--- src/rtl/subtree_rr_scheduler.sv ---
// subtree_rr_scheduler: round-robin burst arbiter muxing NUM_REQ children onto one valid/ready port
module subtree_rr_scheduler #(
  parameter int NUM_REQ   = 5,
  parameter int DATA_W    = 32,
  parameter int MAX_BEATS = 8,
  localparam int SRC_W    = (NUM_REQ > 1) ? $clog2(NUM_REQ) : 1,
  localparam int CNT_W    = $clog2(MAX_BEATS + 1)
) (
  input  logic                      clk,
  input  logic                      rst,
  input  logic [NUM_REQ-1:0]        req_valid,
  input  logic [NUM_REQ-1:0]        req_last,
  input  logic [NUM_REQ*DATA_W-1:0] req_data,
  output logic [NUM_REQ-1:0]        req_ready,
  output logic                      out_valid,
  output logic [DATA_W-1:0]         out_data,
  output logic                      out_last,
  input  logic                      out_ready,
  output logic [SRC_W-1:0]          out_src,
  output logic                      busy
);
  typedef enum logic {IDLE, GRANT} state_t;
  state_t             state_q, state_d;
  logic [SRC_W-1:0]   ptr_q, ptr_d, gnt_q, gnt_d, pick;
  logic [CNT_W-1:0]   beat_cnt_q, beat_cnt_d;
  logic               grant, accept, release_now;
  always_comb begin
    pick = '0;
    for (int i = NUM_REQ; i >= 1; i--) begin
      int j;
      j = int'(ptr_q) + i;
      j = (j >= NUM_REQ) ? j - NUM_REQ : j;
      if (req_valid[j]) pick = SRC_W'(j);
    end
  end
  assign grant       = (state_q == GRANT);
  assign out_valid   = grant & req_valid[gnt_q];
  assign out_last    = out_valid & req_last[gnt_q];
  assign out_data    = out_valid ? req_data[gnt_q*DATA_W +: DATA_W] : '0;
  assign req_ready   = grant ? (NUM_REQ'(out_ready) << gnt_q) : '0;
  assign out_src     = grant ? gnt_q : '0;
  assign busy        = grant;
  assign accept      = out_valid & out_ready;
  // forced release on the MAX_BEATS-th accepted beat keeps long bursts from starving siblings
  assign release_now = accept & (req_last[gnt_q] | (beat_cnt_q == CNT_W'(MAX_BEATS - 1)));
  always_comb begin
    state_d    = state_q;
    ptr_d      = ptr_q;
    gnt_d      = gnt_q;
    beat_cnt_d = (accept && beat_cnt_q != CNT_W'(MAX_BEATS)) ? beat_cnt_q + 1'b1 : beat_cnt_q;
    if (!grant && |req_valid) begin
      state_d    = GRANT;
      gnt_d      = pick;
      beat_cnt_d = '0;
    end
    if (release_now) begin
      state_d = IDLE;
      ptr_d   = gnt_q;
    end
  end
  always_ff @(posedge clk or posedge rst) begin
    if (rst) begin
      state_q    <= IDLE;
      ptr_q      <= SRC_W'(NUM_REQ - 1);
      gnt_q      <= '0;
      beat_cnt_q <= '0;
    end else begin
      state_q    <= state_d;
      ptr_q      <= ptr_d;
      gnt_q      <= gnt_d;
      beat_cnt_q <= beat_cnt_d;
    end
  end
endmodule
--- config.mk ---
export PLATFORM = sky130hd
export DESIGN_NAME = subtree_rr_scheduler
export DESIGN_NICKNAME = d
export VERILOG_FILES = /design/src/rtl/subtree_rr_scheduler.sv
export SDC_FILE = /design/constraint.sdc
export NUM_CORES = 1
export LEC_CHECK = 0
export BUFFER_PORTS_ARGS = -buffer_cell sky130_fd_sc_hd__buf_4
export CAP_MARGIN = 20
export CORE_MARGIN = 2
export CORE_UTILIZATION = 42
export CTS_CLUSTER_DIAMETER = 100
export DETAILED_ROUTE_END_ITERATION = 8
export GPL_ROUTABILITY_DRIVEN = 0
export MAX_ROUTING_LAYER = met4
export PLACE_DENSITY_LB_ADDON = 0.15
export SKIP_CTS_REPAIR_TIMING = 1
export SYNTH_ARGS = -nofsm -noshare
export SYNTH_HDL_FRONTEND = slang
export SYNTH_SLANG_ARGS = --single-unit
--- constraint.sdc ---
create_clock -name clk -period 3.4 [get_ports clk]
set_input_delay 0.17 -clock clk [delete_from_list [all_inputs] [get_ports clk]]
set_output_delay 0.17 -clock clk [all_outputs]
set_load 0.005 [all_outputs]
======== Yosys cells after proc, flatten, opt, wreduce, memory -nomap -nowiden ========
Cells that the tools add are included.
storage, ports and cells
  register bits ........................... 11
  bits of input ports ..................... 173
  output and inout port bits .............. 43
  word-level logic and storage cells ...... 77
cells by class
  add/sub/neg operators ................... 11
  $lt $le $gt $ge ......................... 11
  equal/unequal tests ..................... 2
  shift operators ......................... 2
  mux-type cells .......................... 36
  bitwise gates (word level) .............. 5
  reductions and logical operators ........ 6
operator list
  cell                                                                number
  two-way mux 32 bit                                                  6
  < comparator 32 x 5 -> 1 bit (second input constant)                5
  variable part select 160 x 9 -> 32 bit                              1
  subtractor 4 x 3 -> 5 bit (second input constant)                   5
  binary-select mux 1 bit (select 3 bit)                              7
  greater-or-equal comparator 4 x 3 -> 1 bit (second input constant)  5
  two-way mux 3 bit                                                   6
  two-way mux 1 bit                                                   14
  adder 3 x 2 -> 4 bit (second input constant)                        2
  adder 3 x 3 -> 4 bit (second input constant)                        2
  two-way mux 4 bit                                                   2
  two-way mux 5 bit                                                   1
  OR reduction 5 bit                                                  1
  << shifter 1 x 3 -> 5 bit                                           1
  adder 3 x 1 -> 4 bit (second input constant)                        1
  adder 4 x 1 -> 4 bit (second input constant)                        1
  AND 1 bit                                                           4
  == test 4 x 3 -> 1 bit (second input constant)                      1
  < comparator 3 x 4 -> 1 bit (second input constant)                 1
  != test 4 bit (second input constant)                               1
  nonzero test 2 bit                                                  2
  logical AND 1 bit                                                   2
  zero test 1 bit                                                     1
  bitwise OR 1 bit                                                    1

======== Longest topological paths before layout ========
  word-level depth ........................ 11
  depth in mapped cells ................... 11
  depth with buffers taken out ............ 9

======== Least setup slack after synthesis ========
OpenSTA, ideal clock, no wires.
  path type ............................... register to register
  from .................................... register ptr_q[1]
  to ...................................... register gnt_q[0]
  setup time .............................. 0.131 ns
  arrival ................................. 2.673 ns
  required time ........................... 3.269 ns
  setup slack ............................. 0.595 ns
  stages on the path, launching flop included .. 12
  path buffers ............................ 2
  period minus slack after synthesis ...... 2.805 ns
  cells stage by stage .................... dfrtp_1 > clkbuf_1 > inv_1 > ha_1 > buf_2 > nor4bb_1 > a211o_1 > mux2_1 > mux2i_1 > nor3_1 > a221oi_2 > o31ai_2
on the way
  word-level cells in the longest chain between the ends .. 11
  elaborated cells on any way between the ends .. 40
  those cells by class .................... 10 x add/sub; 5 x order compare; 25 x mux
RTL lines
  item                                                                                            RTL line  text
  start, declared                                                                                 24        logic [SRC_W-1:0] ptr_q, ptr_d, gnt_q, gnt_d, pick;
  start signal, assigned                                                                          64        ptr_q <= SRC_W'(NUM_REQ - 1);
  start signal, assigned                                                                          69        ptr_q <= ptr_d;
  adder 3 x 3 -> 4 bit                                                                            31        j = int'(ptr_q) + i;
  subtractor 4 x 3 -> 5 bit / greater-or-equal comparator 4 x 3 -> 1 bit (equally long branches)  32        j = (j >= NUM_REQ) ? j - NUM_REQ : j;
  two-way mux 32 bit                                                                              32
  binary-select mux 1 bit (select 3 bit)                                                          33        if (req_valid[j]) pick = SRC_W'(j);
  two-way mux 1 bit (not written as such) (2 in a row)                                            33
  two-way mux 3 bit (4 in a row)                                                                  33
  two-way mux 3 bit (*)                                                                           33
  end signal, assigned                                                                            70        gnt_q <= gnt_d;
  end, declared                                                                                   24
Mark *: on every way between the ends. The rest lies on a longest branch, timed or not. The select of a mux whose other input is x is not followed.
A chain may end at the register's enable or synchronous reset.

======== Worst setup path after layout ========
  from .................................... register ptr_q[2]
  to ...................................... register gnt_q[1]
The elaborated chain is that of the path after synthesis.

==> impl_metrics.tcl <==
set metrics [dict create \
    critPathMaxStageDelay_ns 0.73 \
    synth_top_cell_area_share 0.265 \
    die_x_um 88.2 \
    hold_start "req_valid[0]" \
    p_per_area_nw_per_um2 824 \
    nFillCells 590 \
    worstSetupStartpoint "ptr_q[2]" \
    vias 3722 \
    stdcell_count 635 \
    synth_area_sq_um 2980 \
    ys.flop_type "dfrtp_1" \
    worst_slew_pin_slew_ns 0.643 \
    ys_async_sr_fraction 1.00 \
    peakVddDrop_mv 0.490 \
    crit_family "compound AO/OA/AOI/OAI gates" \
    grt_pass1_wl_um 17900 \
    fin_crit_sh 0.845 \
    firstDrtPassIters 4 \
    synth_edf_count 0 \
    htreeDepth 1 \
    slew_viol_final 0 \
    diodes 0 \
    cp_slowest_cell "dfstp_2" \
    drv_cap 0 \
    grt_max_degree 39 \
    synth_nets 528 \
    grt_pass1_vias 3543 \
    crit_chain "inv_1, ha_1, a211oi_1, nand2_1, and3_1, o21ai_0, o211ai_1, a211o_1, a31oi_1" \
    synth_top_cell_by_area "mux4_2" \
    leakagePower_nw 2.25 \
    r2r_start "ptr_q[2]" \
    synthToLayoutAreaGrowth_pct 58.2 \
    yosysWarnings 0 \
    dieArea_sq_um 7780 \
    overflow 0 \
    skew_ns 0.00285 \
    r2r_slack_ns 0.53 \
    multi_input_area_sq_um 2520 \
    start_util 0.436 \
    syn_inst 341 \
    holdCritPathClass "input pin to register" \
    cts_buffers 3 \
    setup_tns_ns 0 \
    num_rows 30 \
    drive_above_1_share 0.519 \
    dr.first_iter.drc_count 246 \
    finish.utilization 0.690 \
    numClockSinks 11 \
    r2r_end "gnt_q[1]" \
    seq_area_sq_um 279 \
    cp_max_fo 18 \
    io_pins 216 \
    cp-start-kind "register" \
    clockBufferDepth 2 \
    avgSynthCellArea_sq_um 8.74 \
    rsz0062_at_grt "no" \
    arrival_ns 3.04 \
    die_h_um 88.2 \
    grt_use_total 0.308 \
    nNetsFinal 727 \
    io_buffers 215 \
    core_sq_um 6830 \
    r2r_cells 9 \
    root_buffer "clkbuf_8" \
    whs_path_depth 2 \
    drc_errors 0 \
    viasPerCell 5.86 \
    clock.fmax_ghz 0.348 \
    synth_cell_types 63 \
    crit_buf_inv 1 \
    clk_pin_slew_ns 0.06 \
    status "finished, final reports clean" \
    routed_wl_um 12600 \
    place_inst 630 \
    synth_area_leaders "mux4_2 (26%), a22oi_1 (8.6%), dfrtp_1 (8.4%)" \
    grt_antenna_before_repair 0 \
    layout_min_cycle_time_ns 2.87 \
    ys_seq_area_frac 0.0928 \
    cts_tree "done" \
    dp_hpwl_um 10000 \
    end_kind "register" \
    finalSetupViolCount 0 \
    clkLatencyLatePin_ns 0.24 \
    holdWs_ns 0.256 \
    critical_path_class "register to register" \
    hold_viol 0 \
    slew-limit-headroom 0.569 \
    hold_end "busy" \
    ant_nets 0 \
    wl_per_cell_um 19.8 \
    required_ns 3.56 \
    yosys_register_bits 11 \
]
==> worst max-delay path by stage <==
| stage | to | slack (ns) | cells after the start |
|---|---|---|---|
| 3_3_place_gp | gnt_q[1] | 0.62 | 9 |
| 5_1_grt | gnt_q[1] | 0.21 | 9 |
| 2_1_floorplan | gnt_q[0] | 0.60 | 11 |
| 4_1_cts | gnt_q[1] | 0.53 | 9 |
| 3_5_place_dp | gnt_q[1] | 0.55 | 9 |
| 6_report | gnt_q[1] | 0.53 | 9 |
==> report_power, final <==
part	switching [W]	total (W)	internal (W)	leakage, nW
clock	0.0000563	0.000137	0.0000810	0.0255
combinational	0.00173	0.00345	0.00172	2.09
sequential	0.000101	0.000293	0.000192	0.132
total	0.00189	0.00388	0.00200	2.25
==> state kept, by name, summed over array words and instances, names as in the netlist <==
name,cells
beat_cnt_q,4
gnt_q,3
ptr_q,3
busy,1
==> metal layers <==
metal / up-vias / wire length, um / global-route usage / share of wire
met5: - / 0 / - / 0
met3: 23 / 1150 / 0.0588 / 0.092
met1: 1765 / 4680 / 0.370 / 0.37
li1: 1720 / - / - / -
met4: 0 / 294 / 0.0923 / 0.023
met2: 214 / 6440 / 0.526 / 0.51
==> cells by family after synthesis <==
family	count (synthesis)	synth area share
XOR/XNOR	7	0.0206
flip-flops	11	0.0928
buffers and inverters	44	0.0634
AO/OA/AOI/OAI	97	0.241
multiplexers	50	0.318
AND/OR/NAND/NOR	118	0.206
adder cells (fa/ha/maj)	14	0.0588
==> worst register-to-register path: cells and delay by family, from the launching register on <==
family | cells | cell delay, ns
buffers and inverters | 1 | 0.16
flip-flops | 1 | 0.73
adder cells (fa/ha/maj) | 1 | 0.37
AND/OR/NAND/NOR | 2 | 0.36
AO/OA/AOI/OAI | 5 | 1.16
==> cells in the mapped netlist (7+ instances only) <==
cell	number
clkbuf_1	22
nor2_1	50
dfrtp_1	10
nand2_1	13
inv_1	9
nand2b_1	7
a22oi_1	34
a21oi_1	11
ha_1	14
a31oi_1	8
mux2i_1	9
mux4_2	35
buf_2	7
o21ai_0	7
==> final cells by class <==
| class | count | share of cell area |
|---|---|---|
| multi-input combinational | 286 | 0.535 |
| timing repair buffer | 227 | 0.362 |
| sequential | 11 | 0.0592 |
| tap | 96 | 0.0255 |
| clock buffer | 3 | 0.00876 |
| inverter | 11 | 0.00876 |
| clock inverter | 1 | 0.00106 |
==> per-stage QoR <==
stage / total power, W / instance area (sq um) / setup WS [ns]
2_1_floorplan: 0.00264 / 2980 / 0.595
4_1_cts: 0.00386 / 4700 / 0.531
5_1_grt: 0.00421 / 4710 / 0.208
3_3_place_gp: 0.00364 / 4660 / 0.618
3_5_place_dp: 0.00371 / 4660 / 0.547
6_report: 0.00388 / 4710 / 0.527
==> cells in the final DEF, fill, tap and decap left out, types with 3 or more instances in the layout <==
master / synthesis / routed
xor2_1: 3 / 3
o211ai_1: 4 / 4
or3_1: 3 / 3
a211oi_1: 5 / 5
nand3b_1: 4 / 4
nand2b_1: 7 / 7
a21oi_1: 11 / 11
nor2b_1: 5 / 5
a21o_1: 3 / 3
ha_1: 14 / 14
a211o_1: 4 / 4
o21ai_0: 7 / 7
inv_1: 9 / 9
nor2_1: 50 / 50
mux2i_1: 9 / 9
xnor2_1: 4 / 4
nor3_1: 4 / 4
clkbuf_8: 0 / 3
nand3_1: 3 / 3
a22o_1: 3 / 3
buf_4: 2 / 226
mux4_2: 35 / 35
and3_1: 3 / 3
dfrtp_1: 10 / 8
a22oi_1: 34 / 34
and2_1: 6 / 6
nand2_1: 13 / 13
mux2_2: 5 / 5
a31oi_1: 8 / 8
Note: power is estimated with default switching activity, not from simulation.
